===== src/rtl/day10_min_presses_solver.sv =====
// Minimum-press solver for one day-10 machine: Gray-code walk over all button subsets.
// Optional DAY10_SOLVER_PRESS_MASK_EN adds a best_mask output with the winning subset.
module day10_min_presses_solver #(
  parameter int MAX_NUM_LIGHTS    = 10,
  parameter int MAX_NUM_BUTTONS   = 13,
  parameter int MAX_NUM_BUTTONS_W = MAX_NUM_BUTTONS <= 1 ? 1 : $clog2(MAX_NUM_BUTTONS + 1),
  parameter int MAX_NUM_LIGHTS_W  = MAX_NUM_LIGHTS <= 1 ? 1 : $clog2(MAX_NUM_LIGHTS + 1)
) (
  input  logic                                       clk,
  input  logic                                       rst_n,
  input  logic                                       in_valid,
  output logic                                       in_ready,
  input  logic [MAX_NUM_LIGHTS_W-1:0]                num_lights,
  input  logic [MAX_NUM_BUTTONS_W-1:0]               num_buttons,
  input  logic [MAX_NUM_BUTTONS*MAX_NUM_LIGHTS-1:0]  buttons,
  input  logic [MAX_NUM_LIGHTS-1:0]                  target_lights_arrangement,
  output logic                                       out_valid,
  input  logic                                       out_ready,
  output logic [MAX_NUM_BUTTONS_W-1:0]               min_presses,
  output logic                                       solvable
`ifdef DAY10_SOLVER_PRESS_MASK_EN
  ,
  output logic [MAX_NUM_BUTTONS-1:0]                 best_mask
`endif
);

  localparam int KW = MAX_NUM_BUTTONS + 1;

  typedef enum logic [1:0] {IDLE, SEARCH, DONE} state_t;

  state_t                        state;
  logic [MAX_NUM_LIGHTS-1:0]     btn [MAX_NUM_BUTTONS];
  logic [MAX_NUM_LIGHTS-1:0]     target;
  logic [MAX_NUM_LIGHTS-1:0]     acc;
  logic [MAX_NUM_BUTTONS_W-1:0]  presses;
  logic [MAX_NUM_BUTTONS_W-1:0]  best;
  logic [MAX_NUM_BUTTONS_W-1:0]  n;
  logic [KW-1:0]                 k;
  logic                          found;
`ifdef DAY10_SOLVER_PRESS_MASK_EN
  logic [MAX_NUM_BUTTONS-1:0]    best_gray;
`endif

  logic [MAX_NUM_BUTTONS_W-1:0]  n_clamp;
  logic [MAX_NUM_LIGHTS_W-1:0]   l_clamp;
  logic [MAX_NUM_LIGHTS-1:0]     light_mask;
  logic [MAX_NUM_LIGHTS-1:0]     target_masked;
  logic [MAX_NUM_LIGHTS-1:0]     btn_masked [MAX_NUM_BUTTONS];

  always_comb begin
    n_clamp = (num_buttons > MAX_NUM_BUTTONS_W'(MAX_NUM_BUTTONS)) ?
              MAX_NUM_BUTTONS_W'(MAX_NUM_BUTTONS) : num_buttons;
    l_clamp = (num_lights > MAX_NUM_LIGHTS_W'(MAX_NUM_LIGHTS)) ?
              MAX_NUM_LIGHTS_W'(MAX_NUM_LIGHTS) : num_lights;
    light_mask = '0;
    for (int j = 0; j < MAX_NUM_LIGHTS; j++)
      light_mask[j] = (MAX_NUM_LIGHTS_W'(j) < l_clamp);
    target_masked = target_lights_arrangement & light_mask;
    for (int i = 0; i < MAX_NUM_BUTTONS; i++)
      btn_masked[i] = (MAX_NUM_BUTTONS_W'(i) < n_clamp) ?
                      (buttons[i*MAX_NUM_LIGHTS +: MAX_NUM_LIGHTS] & light_mask) : '0;
  end

  logic [KW-1:0]                 k_low;
  logic [KW-1:0]                 gray;
  logic [MAX_NUM_LIGHTS-1:0]     sel_btn;
  logic [MAX_NUM_LIGHTS-1:0]     acc_next;
  logic                          press_up;
  logic [MAX_NUM_BUTTONS_W-1:0]  presses_next;
  logic                          hit;
  logic                          last;

  // Step k of the Gray walk flips exactly the button at k's lowest set bit.
  always_comb begin
    k_low   = k & (~k + KW'(1));
    gray    = k ^ (k >> 1);
    sel_btn = '0;
    for (int i = 0; i < MAX_NUM_BUTTONS; i++)
      if (k_low[i]) sel_btn = sel_btn | btn[i];
    acc_next     = acc ^ sel_btn;
    press_up     = |(gray & k_low);
    presses_next = press_up ? presses + MAX_NUM_BUTTONS_W'(1) : presses - MAX_NUM_BUTTONS_W'(1);
    hit          = (acc_next == target) && (!found || presses_next < best);
    last         = (k == ((KW'(1) << n) - KW'(1)));
  end

  always_ff @(posedge clk or negedge rst_n) begin
    if (!rst_n) begin
      state       <= IDLE;
      in_ready    <= 1'b1;
      out_valid   <= 1'b0;
      min_presses <= '0;
      solvable    <= 1'b0;
      for (int i = 0; i < MAX_NUM_BUTTONS; i++) btn[i] <= '0;
      target      <= '0;
      acc         <= '0;
      presses     <= '0;
      best        <= '0;
      n           <= '0;
      k           <= '0;
      found       <= 1'b0;
`ifdef DAY10_SOLVER_PRESS_MASK_EN
      best_gray   <= '0;
      best_mask   <= '0;
`endif
    end else begin
      case (state)
        IDLE: begin
          if (in_valid && in_ready) begin
            for (int i = 0; i < MAX_NUM_BUTTONS; i++) btn[i] <= btn_masked[i];
            target   <= target_masked;
            acc      <= '0;
            presses  <= '0;
            k        <= KW'(1);
            n        <= n_clamp;
            best     <= '0;
            found    <= (target_masked == '0);
            in_ready <= 1'b0;
`ifdef DAY10_SOLVER_PRESS_MASK_EN
            best_gray <= '0;
`endif
            if (n_clamp != '0) begin
              state <= SEARCH;
            end else begin
              state       <= DONE;
              out_valid   <= 1'b1;
              min_presses <= '0;
              solvable    <= (target_masked == '0);
`ifdef DAY10_SOLVER_PRESS_MASK_EN
              best_mask   <= '0;
`endif
            end
          end
        end
        SEARCH: begin
          acc     <= acc_next;
          presses <= presses_next;
          if (hit) begin
            best  <= presses_next;
            found <= 1'b1;
`ifdef DAY10_SOLVER_PRESS_MASK_EN
            best_gray <= gray[MAX_NUM_BUTTONS-1:0];
`endif
          end
          // The final step's own hit must reach the outputs, so bypass best/found here.
          if (last) begin
            state       <= DONE;
            out_valid   <= 1'b1;
            min_presses <= hit ? presses_next : (found ? best : '0);
            solvable    <= hit || found;
`ifdef DAY10_SOLVER_PRESS_MASK_EN
            best_mask   <= hit ? gray[MAX_NUM_BUTTONS-1:0] : best_gray;
`endif
          end else begin
            k <= k + KW'(1);
          end
        end
        DONE: begin
          if (out_ready) begin
            state     <= IDLE;
            out_valid <= 1'b0;
            in_ready  <= 1'b1;
          end
        end
        default: state <= IDLE;
      endcase
    end
  end

endmodule


===== config.mk =====
export PLATFORM = sky130hd
export DESIGN_NAME = day10_min_presses_solver
export DESIGN_NICKNAME = d
export VERILOG_FILES = /design/src/rtl/day10_min_presses_solver.sv
export SDC_FILE = /design/constraint.sdc
export NUM_CORES = 1
export LEC_CHECK = 0
export ABC_CLOCK_PERIOD_IN_PS = 7600
export CAP_MARGIN = 20
export CORE_MARGIN = 1.5
export CORE_UTILIZATION = 58
export CTS_CLUSTER_SIZE = 12
export DETAILED_ROUTE_END_ITERATION = 16
export PLACE_DENSITY_LB_ADDON = 0.08
export SLEW_MARGIN = 20
export SYNTH_ARGS = -nofsm -noshare
export SYNTH_HDL_FRONTEND = slang
export SYNTH_SLANG_ARGS = --single-unit

===== constraint.sdc =====
create_clock -name clk -period 7.6 [get_ports clk]
set_clock_uncertainty 0.15 [all_clocks]
set_input_delay 0.76 -clock clk [delete_from_list [all_inputs] [get_ports clk]]
set_output_delay 0.76 -clock clk [all_outputs]
set_load 0.01 [all_outputs]

Word-level counts from Yosys, hierarchy flattened
Index checks and enable logic that the tools add are counted.
- input port bits: 152
- flip-flop bits (word level): 186
- bits in latches: 0
- memory bits (read-only): 0
- output and inout bits: 7
- logic and storage cells: 182
- memory bits (writable): 0
- memories: 0
- multiplexer cells: 64
- add/sub/neg operators: 5
- equal/unequal tests: 10
- div/mod/pow operators: 0
- shifts and indexed selects: 1
- reductions and logical operators: 20
- multipliers: 0
- bitwise operators: 31
- $lt $le $gt $ge: 26
- operator list (kind ; number):
    $mux 10 ; 27
    $and 10x10->10 ; 14
    $or 10x10->10 ; 12
    $mux 4 ; 10
    $lt 3x4->1 const A ; 8
    $add 14x1->14 const B ; 2
    $and 14x14->14 ; 2
    $lt 4x4->1 const A ; 7
    $mux 14 ; 2
    $pmux 14 s2 ; 1
    $pmux 4 s2 ; 3
    $pmux 10 s2 ; 1
    $lt 1x4->1 const A ; 4
    $lt 2x4->1 const A ; 4
    $eq 14x14->1 ; 1
    $not 14->14 ; 1
    $reduce_or 14->1 ; 1
    $shl 1x4->14 const A ; 1
    $sub 14x1->14 const B ; 1
    $xor 14x13->14 ; 1
    $ne 2x2->1 const B ; 6
    $reduce_and 3->1 ; 4
    $mux 1 ; 11
    $eq 10x10->1 ; 1
    other kinds (22) ; 32

Longest topological paths before layout
Gate-level depths: netlist of the first run.
- word-level depth: 34
- depth in mapped cells: 23
- depth with buffers taken out: 19

Worst setup path after synthesis of the first run
OpenSTA, ideal clock, no wires.
- path kind: flip-flop to flip-flop
- from: register k[0]
- to: register min_presses[2]
- cell stages (with the launch flop): 22
- required time: 7326 ps
- period minus slack after synthesis: 5153 ps
- setup slack: 2447 ps
- arrival: 4879 ps
- library setup time: 124 ps
- buffers on the path: 2
- cell sequence: dfrtp_1 buf_2 inv_1 ha_1 and4_1 clkbuf_1 a222oi_1 nand4_1 a221o_1 a311oi_1 ha_1 a21o_1 a21oi_1 xnor2_1 xnor2_1 inv_1 ha_1 nor2b_1 o21ai_0 nand4_1 o21a_1 a211o_1
- word-level cells in the longest chain between the ends: 34
- elaborated cells between the ends (all ways): 43
- classes of those cells: add/sub (1); order compare (1); eq/ne (3); mux (17); bitwise (17); reduce/logical (4)
- ends and longest elaborated chain (what ; RTL line ; RTL):
    start, declared ; 38 ; logic [KW-1:0] k;
    start signal, assigned ; 155 ; k <= k + KW'(1);
    $not 14->14 ; 75 ; k_low = k & (~k + KW'(1));
    $add 14x1->14 ; 75 ;
    $and 14x14->14 ; 75 ;
    $mux 10 ; 79 ; if (k_low[i]) sel_btn = sel_btn | btn[i];
    $or 10x10->10 ; 79 ;
    $mux 10 ; 79 ;
    $or 10x10->10 ; 79 ;
    $mux 10 ; 79 ;
    [... 18 more ...] ; n/a ;
    $or 10x10->10 ; 79 ;
    $mux 10 ; 79 ;
    $xor 10x10->10 ; 80 ; acc_next = acc ^ sel_btn;
    $eq 10x10->1 ; 83 ; hit = (acc_next == target) && (!found || presses_next < best);
    $logic_and 1x1->1 ; 83 ;
    $mux 4 ; 149 ; min_presses <= hit ? presses_next : (found ? best : '0);
    $mux 4 ; 146 ; if (last) begin
    $pmux 4 s2 ; 107 ; case (state)
    end signal, assigned ; 149 ;
    end, declared ; 19 ; output logic [MAX_NUM_BUTTONS_W-1:0] min_presses,
Several ways; a longest one is shown, not always the timed one. The select of a mux whose other input is x is not followed.
A chain may end at the register's enable or synchronous reset.

Worst setup path after layout of the first run
- from: register k[0]
- to: register min_presses[3]
The elaborated chain is that of the path after synthesis.

==> results.json, run 1 <==
{
  "status": "finished clean",
  "antenna_found_initial": 0,
  "area_delta_synth_final_pct": 22.52,
  "power_density_nw_per_um2": 387.3,
  "grt_max_degree": 115,
  "synth_fa_ha_area_share_pct": 4.270,
  "netlist_top_cells_area": "dfrtp_1 (47%), a32o_1 (11%), ha_1 (4.1%)",
  "finalSetupTns_ns": 0,
  "clock_tree.buffer_depth": 2,
  "vias": 9191,
  "synthMuxAreaShare_pct": 1.449,
  "synth.ff_latch_count": 186,
  "leakagePower_nw": 5.161,
  "cpLargestDelayFamily": "compound AO/OA/AOI/OAI gates",
  "hpwl_um": 23720,
  "overflow": 0,
  "h-tree-depth": 4,
  "power_mw": 4.672,
  "slew_viol_final": 0,
  "drc_errors": 0,
  "ys.flop_type": "dfrtp_1",
  "ant_nets": 0,
  "place.gp.congestion": 0.9541,
  "synth_edf_count": 0,
  "cts.sinks": 186,
  "yosysTopAreaCell": "dfrtp_1",
  "final_cell_mix": "dfrtp_1 (185), clkdlybuf4s50_1 (157), a32o_1 (112)",
  "avgRoutedWirePerCell_um": 25.34,
  "drt-total-wl_um": 33190,
  "die_x_um": 133.3,
  "drv_cap": 0,
  "clockRootBuffer": "clkbuf_16",
  "tightest_slew_ns": 1.120,
  "core.rowCount": 47,
  "die_area_sq_um": 17770,
  "synth-simple-area-share_pct": 16.14,
  "ioPinCount": 159,
  "syn_area_per_cell_sq_um": 10.12,
  "cpMostUsedCell": "ha_1",
  "synth_compound_area_share_pct": 24.22,
  "syn_nets": 1158,
  "cts.clk_slew.worst_paths_ns": 0.08,
  "synth-xor-area-share_pct": 2.224,
  "core_sq_um": 16580,
  "setup_viol": 0,
  "worst_ep_required_time_ns": 7.79,
  "drtIter0Drc": 1183,
  "cp_slowest_cell": "a311oi_1",
  "fmax_mhz": 158.5,
  "cts_tree": "done",
  "place_inst": 1278,
  "die-height_um": 133.3,
  "nets": 1262,
  "synth_top_family_by_area": "compound AO/OA/AOI/OAI gates",
  "ys_seq_area_share_pct": 47.29,
  "timing.rr.start": "k[0]$_DFFE_PN0P_",
  "async_flop_share_pct": 100.0,
  "cp.arrival_ns": 6.50,
  "endpoint_kind": "flip-flop",
  "rsz0062_at_grt": "false",
  "yosysUniqueCellTypes": 61,
  "synthCells": 973,
  "max_slew_margin_pct": 25.07,
  "cts_resized": 0,
  "crit_chain": "inv_1, ha_1, and4_1, a222oi_1, nand4_1, a221o_1, a311oi_1, ha_1, a21o_1, a21oi_1, xnor2_1, xnor2_1, inv_1, ha_1, nor2b_1, o21ai_0, nand4_1, o21a_1, a211o_1",
  "hold_violations": 0,
  "fin_cells": 1310,
  "start_util_pct": 59.37,
  "synth_area_sq_um": 9846,
  "slowest_delay_ns": 0.77,
  "post-synth-top-area-fraction_pct": 47.02,
  "first_pass_iters": 7,
  "startpoint_type": "flip-flop",
  "fin_crit_ns": 6.309,
  "numCtsBuffers": 17,
  "drive_above_1_share_pct": 4.862,
  "io_buffers": 158,
  "grt_pass1_vias": 8750,
  "reg2reg_depth": 19,
  "cts_setup_buffers": 0,
  "track_usage_pct": 38.58,
  "viasPerCell": 7.016,
  "peakVddDrop_uv": 221.1,
  "ys.warnings.count": 0,
  "clk_latency_ns": 0.46,
  "r2r_setup_slack_ns": 1.29,
  "post-route-util_pct": 72.74,
  "cp_num_buf_inv": 2,
  "r2r_end": "min_presses[3]$_DFFE_PN0P_",
  "hold_buffers": 0,
  "cp_max_fo": 19,
  "hold_class": "input port to async pin",
  "antenna_cells": 0,
  "crit_type": "flip-flop to flip-flop",
  "grt_first_pass_wirelength_um": 51370,
  "fin_crit_sh_pct": 83.01,
  "final_common_cell": "dfrtp_1"
}
## worst max path at each step
stage	startpoint	endpoint	depth (start not counted)	slack, ns
global route	k[0]$_DFFE_PN0P_	min_presses[3]$_DFFE_PN0P_	19	0.98
finish	k[0]$_DFFE_PN0P_	min_presses[3]$_DFFE_PN0P_	19	1.29
detailed placement	k[0]$_DFFE_PN0P_	min_presses[1]$_DFFE_PN0P_	19	1.42
global placement	k[0]$_DFFE_PN0P_	min_presses[2]$_DFFE_PN0P_	19	1.58
CTS	k[0]$_DFFE_PN0P_	min_presses[3]$_DFFE_PN0P_	19	1.37
floorplan	k[0]$_DFFE_PN0P_	min_presses[2]$_DFFE_PN0P_	21	2.45
## area by class of cell
type / instances / area, sq um
repair buffers: 163 / 1623
clock inverters: 14 / 191.4
clock buffers: 18 / 439.2
well taps: 220 / 275.3
fillers: 1219 / 4521
inverters: 28 / 105.1
flip-flops and latches: 186 / 4656
multi-input cells: 681 / 4773
## Yosys cell counts (all sizes together) (15+ instances only)
| library cell | count |
|---|---|
| a21oi | 19 |
| a32o | 112 |
| buf | 15 |
| clkbuf | 63 |
| dfrtp | 185 |
| ha | 32 |
| inv | 28 |
| nand2 | 93 |
| nand3 | 75 |
| nand4 | 16 |
| nor2 | 33 |
| nor3 | 18 |
| o21ai | 69 |
| xnor2 | 22 |
## worst register-to-register path, cell delays in order (launching register included)
cell and delay, ns:
dfrtp_1 0.75, inv_1 0.29, ha_1 0.35, and4_1 0.38, a222oi_1 0.39, nand4_1 0.16
a221o_1 0.28, a311oi_1 0.77, ha_1 0.38, a21o_1 0.18, a21oi_1 0.17, xnor2_1 0.10
xnor2_1 0.33, inv_1 0.09, ha_1 0.28, nor2b_1 0.13, o21ai_0 0.20, nand4_1 0.23
o21a_1 0.28, a211o_1 0.30
## through the flow
step           setup WS, ns  hold WS [ns]  cell area [sq um]
6_report              1.291        0.2425              12060
5_1_grt              0.9807        0.3629              12060
4_1_cts               1.366        0.3220              12060
2_1_floorplan         2.447        0.2925               9846
3_3_place_gp          1.577        0.3107              11430
3_5_place_dp          1.421        0.3200              11430
## kinds of logic (layout without fill, tap and decap cells)
| family | after synthesis | in the layout |
|---|---|---|
| muxes | 14 | 14 |
| and+or+nand+nor | 312 | 312 |
| xor gates and xnor gates | 25 | 25 |
| adders and majority gates | 33 | 33 |
| buffers and inverters | 106 | 223 |
| AOI/OAI and AO/OA | 297 | 297 |
| DFF | 186 | 186 |
## power breakdown
| part | internal [mW] | total (mW) | leakage [nW] | switching (mW) |
|---|---|---|---|---|
| Combinational | 0.818 | 1.87 | 2.39 | 1.05 |
| Sequential | 1.39 | 1.86 | 2.47 | 0.467 |
| Clock | 0.488 | 0.947 | 0.308 | 0.459 |
| Total | 2.70 | 4.67 | 5.16 | 1.98 |
## registers in the layout, summed over array words and instances (netlist names)
signal and flops:
btn 130, k 14, acc 10, target 10, best 4, min_presses 4, n 4, presses 4
state 2, found 1, in_ready 1, out_valid 1, solvable 1
## metal layers
| metal | GRT usage (%) | vias up | wire, um |
|---|---|---|---|
| met2 | 60.31 | 581 | 15690 |
| met4 | 15.28 | 0 | 1118 |
| met3 | 8.257 | 85 | 3165 |
| met5 | 0 | - | 0 |
| li1 | - | 3965 | - |
| met1 | 52.91 | 4560 | 13220 |
Power figures use the tool's default switching activity.
==> inputs of run 2 (changes only) <==
Settings changed: ABC_CLOCK_PERIOD_IN_PS 7600 to 5300, CORE_UTILIZATION 58 to 49.
Clock period 7.6 ns to 5.3 ns, I/O delays scaled along.
==> run 2 against run 1 <==
Net effect: routed wire length up 1.1%; die area up 18%; non-clock buffer count up 23; first-iteration DRC count down 12%; clock power up 38%; highest routed layer unchanged; global-route usage down 5.2 points; design area up 1.7%; worst setup slack worse by 0.96 ns.
==> results.json, run 2 (synthesis results as in run 1) <==
{
  "status": "finished clean",
  "drtIter0Drc": 1043,
  "met1_usage_pct": 45.75,
  "swShare_pct": 41.82,
  "netSwitchingPower_mw": 2.821,
  "rsz0062_at_grt": "false",
  "tightest_slew_ns": 0.9460,
  "ant_nets": 0,
  "grt_max_degree": 102,
  "drive_above_1_share_pct": 6.739,
  "final_common_cell": "dfrtp_1",
  "fin_crit_ns": 4.969,
  "first_pass_iters": 8,
  "cpLargestDelayFamily": "compound AO/OA/AOI/OAI gates",
  "cp_num_buf_inv": 3,
  "nets": 1285,
  "fin_crit_sh_pct": 93.75,
  "cts_setup_buffers": 0,
  "antenna_cells": 0,
  "grt_first_pass_wirelength_um": 51270,
  "peakVddDrop_uv": 269.0,
  "drt-total-wl_um": 33560,
  "power.internal_mw": 3.926,
  "reg2reg_depth": 20,
  "h-tree-depth": 4,
  "core_sq_um": 19590,
  "hold_violations": 0,
  "fmax_mhz": 201.2,
  "use_met3_pct": 6.252,
  "area_delta_synth_final_pct": 24.55,
  "viasPerCell": 6.492,
  "overflow": 0,
  "setup_viol": 0,
  "cp_slowest_cell": "dfrtp_1",
  "drc_errors": 0,
  "numCtsBuffers": 17,
  "top_regs": "btn: 130 flops, k: 14 flops",
  "cts.clk_slew.worst_paths_ns": 0.08,
  "cp_max_fo": 6,
  "avgRoutedWirePerCell_um": 24.35,
  "crit_type": "flip-flop to flip-flop",
  "grtUsageMet2_pct": 51.98,
  "slew_viol_final": 0,
  "clk_latency_ns": 0.45,
  "track_usage_pct": 33.33,
  "r2r_end": "min_presses[1]$_DFFE_PN0P_",
  "r2r_setup_slack_ns": 0.33,
  "grt_pass1_vias": 8606,
  "leakagePower_nw": 5.261,
  "slowest_delay_ns": 0.50,
  "clockRootBuffer": "clkbuf_16",
  "timing.rr.start": "k[2]$_DFFE_PN0P_",
  "die_area_sq_um": 20950,
  "power_frac_clock_pct": 19.4,
  "cts_tree": "done",
  "hpwl_um": 24160,
  "power_frac_comb_pct": 44.0,
  "power_frac_seq_pct": 36.6,
  "hold_buffers": 0,
  "io_buffers": 158,
  "final_cell_mix": "dfrtp_1 (185), clkdlybuf4s50_1 (157), a32o_1 (112)",
  "largest_reg_flops": 130,
  "post-route-util_pct": 62.60,
  "gr-max-usage-layer": "met2",
  "vias": 8946,
  "finalSetupTns_ns": 0,
  "max_slew_margin_pct": 36.70,
  "power_density_nw_per_um2": 550.2,
  "ioPinCount": 159,
  "die-height_um": 144.8,
  "start_util_pct": 50.26,
  "regMostFlops": "btn",
  "clock_tree.buffer_depth": 2,
  "cts_resized": 0,
  "hold_class": "input port to async pin",
  "endpoint_kind": "flip-flop",
  "core.rowCount": 51,
  "drv_cap": 0,
  "startpoint_type": "flip-flop",
  "antenna_found_initial": 0,
  "crit_chain": "inv_1, ha_1, and4_1, a222oi_1, nand4_1, a221o_1, a311oi_1, buf_4, ha_1, a21o_1, a21oi_1, xnor2_1, xnor2_1, inv_1, ha_1, nor2b_1, o21ai_0, nand4_1, o21a_1, a211o_1",
  "worst_ep_required_time_ns": 5.48,
  "cpMostUsedCell": "ha_1",
  "cp.arrival_ns": 5.15,
  "die_x_um": 144.8,
  "place.gp.congestion": 0.9017,
  "cts.sinks": 186
}
## run 2: stage by stage
stage | instance area [sq um] | total power [mW] | hold slack, ns | worst slack (ns) | cells
after floorplan | 9846 | 4.348 | 0.08441 | 0.1473 | 973
after global placement | 11660 | 5.341 | 0.3117 | 0.5202 | 1346
after detailed placement | 11660 | 5.403 | 0.3155 | 0.3931 | 1346
after CTS | 12260 | 6.721 | 0.04017 | 0.3713 | 1378
after global routing | 12260 | 7.177 | 0.06598 | 0.09581 | 1378
final | 12260 | 6.747 | 0.01214 | 0.3310 | 1378
## run 2: how the worst max path moves through the flow
stage | start | endpoint | slack, ns | cells past startpoint
finish | k[2]$_DFFE_PN0P_ | min_presses[1]$_DFFE_PN0P_ | 0.33 | 20
CTS | k[2]$_DFFE_PN0P_ | min_presses[0]$_DFFE_PN0P_ | 0.37 | 20
floorplan | k[0]$_DFFE_PN0P_ | min_presses[2]$_DFFE_PN0P_ | 0.15 | 21
detailed placement | k[2]$_DFFE_PN0P_ | min_presses[0]$_DFFE_PN0P_ | 0.39 | 20
global route | k[2]$_DFFE_PN0P_ | min_presses[0]$_DFFE_PN0P_ | 0.1 | 20
global placement | k[2]$_DFFE_PN0P_ | min_presses[0]$_DFFE_PN0P_ | 0.52 | 20
## run 2: layout make-up
cell class,count,area (sq um)
repair buffers,186,1795
well taps,265,331.6
clock buffers,18,429.2
flip-flops and latches,186,4656
inverters,28,105.1
clock inverters,14,172.7
multi-input cells,681,4773
fillers,1689,7327
## run 2: metal layers
metal  wire, um  up-vias
li1           -     4008
met1      14060     4409
met2      15470      456
met3       2686       73
met4       1340        0
met5          0        -
## run 2: power by group through the flow
stage               clock [mW]  sequential [mW]  combinational [mW]
floorplan                    0             2.31                2.04
global placement             0             2.47                2.87
detailed placement           0             2.48                2.92
CTS                       1.31             2.46                2.95
global route              1.37             2.54                3.26
finish                    1.31             2.47                2.97
==> inputs of run 3 (changes only) <==
Settings changed: CORE_MARGIN 1.5 to 5.
==> run 3 against run 2 <==
Net effect: register-to-register slack better by 0.03 ns; final cell count is 0.36% higher; clock power is essentially flat; die area increased by 9.9%; total power rose by 1.1%; sequential power hardly changed; sequential share of layout area shrank 0.21 points; non-clock buffer count up 5; maximum frequency is 0.70% higher; core utilization up 0.15 points; largest cell class unchanged.
==> results.json, run 3 (synthesis results as in run 1) <==
{
  "status": "finished clean",
  "avgRoutedWirePerCell_um": 24.98,
  "worstHoldStart": "out_valid$_DFFE_PN0P_",
  "fmax_mhz": 202.7,
  "place_inst": 1348,
  "viasPerCell": 6.495,
  "place_ws_ns": 0.3721,
  "power_frac_clock_pct": 19.3,
  "fin_crit_ns": 4.934,
  "hpwl_um": 24860,
  "slowest_delay_ns": 0.47,
  "fin_crit_sh_pct": 93.10,
  "rsz0062_at_grt": "false",
  "core.rowCount": 51,
  "drive_above_1_share_pct": 7.156,
  "crit_chain": "inv_1, ha_1, and4_1, a222oi_1, nand4_1, a221o_1, a311oi_1, buf_4, ha_1, a21o_1, a21oi_1, xnor2_1, xnor2_1, inv_1, ha_1, nor2b_1, o21ai_0, nand4_1, o21a_1, a211o_1",
  "ant_nets": 0,
  "power_mw": 6.821,
  "reg2reg_depth": 20,
  "track_usage_pct": 30.55,
  "io_buffers": 158,
  "place.gp.congestion": 0.8954,
  "largest_reg_flops": 130,
  "setup_viol": 0,
  "grt_max_degree": 122,
  "r2r_setup_slack_ns": 0.37,
  "critPathLaunch": "k[2]$_DFFE_PN0P_",
  "power_density_nw_per_um2": 553.1,
  "cpMostUsedCell": "ha_1",
  "worst_ep_required_time_ns": 5.47,
  "final_cell_area_sq_um": 12330,
  "top_regs": "btn: 130 flops, k: 14 flops",
  "drtIter0Drc": 887,
  "peakVddDrop_uv": 273.0,
  "ioPinCount": 159,
  "netSwitchingPower_mw": 2.854,
  "die_area_sq_um": 23030,
  "placed_area_sq_um": 11680,
  "drt-total-wl_um": 34550,
  "slew_viol_final": 0,
  "whs_path_depth": 1,
  "leakagePower_nw": 5.293,
  "clk_latency_ns": 0.44,
  "cts.clk_slew.worst_paths_ns": 0.07,
  "regMostFlops": "btn",
  "drc_errors": 0,
  "die_x_um": 151.8,
  "hold_violations": 0,
  "cp.arrival_ns": 5.10,
  "clockRootBuffer": "clkbuf_16",
  "cts.sinks": 186,
  "final_cell_mix": "dfrtp_1 (185), clkdlybuf4s50_1 (157), a32o_1 (112)",
  "endpoint_kind": "flip-flop",
  "post-route-util_pct": 62.75,
  "fin_hold_ws_ns": 0.3249,
  "power_frac_seq_pct": 36.2,
  "start_util_pct": 50.10,
  "die-height_um": 151.8,
  "drv_cap": 0,
  "grt_first_pass_wirelength_um": 52610,
  "startpoint_type": "flip-flop",
  "antenna_found_initial": 0,
  "finalSetupTns_ns": 0,
  "clock_tree.buffer_depth": 2,
  "vias": 8983,
  "crit_type": "flip-flop to flip-flop",
  "antenna_cells": 0,
  "fin_cells": 1383,
  "swShare_pct": 41.85,
  "final_common_cell": "dfrtp_1",
  "cp_max_fo": 6,
  "cts_tree": "done",
  "overflow": 0,
  "timing.rr.start": "k[2]$_DFFE_PN0P_",
  "area_delta_synth_final_pct": 25.25,
  "h-tree-depth": 4,
  "power.internal_mw": 3.967,
  "cp_slowest_cell": "dfrtp_1",
  "grt_pass1_vias": 8919,
  "hold_class": "flip-flop to flip-flop",
  "first_pass_iters": 9,
  "tightest_slew_ns": 0.9554,
  "setup_slack_ns": 0.3658,
  "power_frac_comb_pct": 44.5,
  "numCtsBuffers": 17,
  "max_slew_margin_pct": 36.07,
  "core_sq_um": 19650,
  "nets": 1290
}
-- run 3: cell types whose count changed in the layout (fill, tap and decap cells not counted), sizes merged --
cell	change
buf	+4
clkinv	-1
clkinvlp	+1
dlygate4sd3	+1
-- run 3: layout make-up --
class,count,area [sq um]
clock buffers,18,439.2
flip-flops and latches,186,4656
fillers,1723,7322
clock inverters,14,171.4
inverters,28,105.1
repair buffers,191,1856
multi-input cells,681,4773
well taps,265,331.6
-- run 3: path summary, 6_finish.rpt --
path,to
worst min-delay path,out_valid$_DFFE_PN0P_
worst min register to register,out_valid$_DFFE_PN0P_
max in group asynchronous,btn[108]$_DFFE_PN0P_
min in group asynchronous,k[12]$_DFFE_PN0P_
worst max register to register,min_presses[3]$_DFFE_PN0P_
worst max-delay path,min_presses[3]$_DFFE_PN0P_
-- run 3: power groups by stage --
stage                     sequential (mW)  clock [mW]  combinational, mW
after floorplan                      2.31           0               2.04
after global placement               2.47           0               2.87
after detailed placement             2.49           0               2.93
after CTS                            2.46        1.33               2.99
after global routing                 2.54        1.38               3.34
final                                2.47        1.31               3.03
-- run 3: what timing repair did --
action                                 in CTS  in global routing
hold buffers                                0                  1
gates resized for setup                     0                  0
endpoints found under the hold margin       0                 51
setup buffers                               0                  1
setup endpoints to repair                   0                  4
-- run 3: routing by layer --
layer / up-vias / part of all wire (%) / track usage, %
li1: 4003 / - / -
met1: 4491 / 41 / 41.48
met2: 424 / 47 / 48.36
met3: 65 / 8.1 / 6.544
met4: 0 / 3.4 / 11.37
met5: - / 0 / 0
-- run 3: worst max-delay path, delay by kind of cell (launching register included) --
kind / cells / cell delay (ns)
adders and majority gates: 3 / 0.78
xor gates and xnor gates: 2 / 0.33
buffers and inverters: 3 / 0.37
AOI/OAI and AO/OA: 8 / 1.99
DFF: 1 / 0.47
and+or+nand+nor: 4 / 0.70
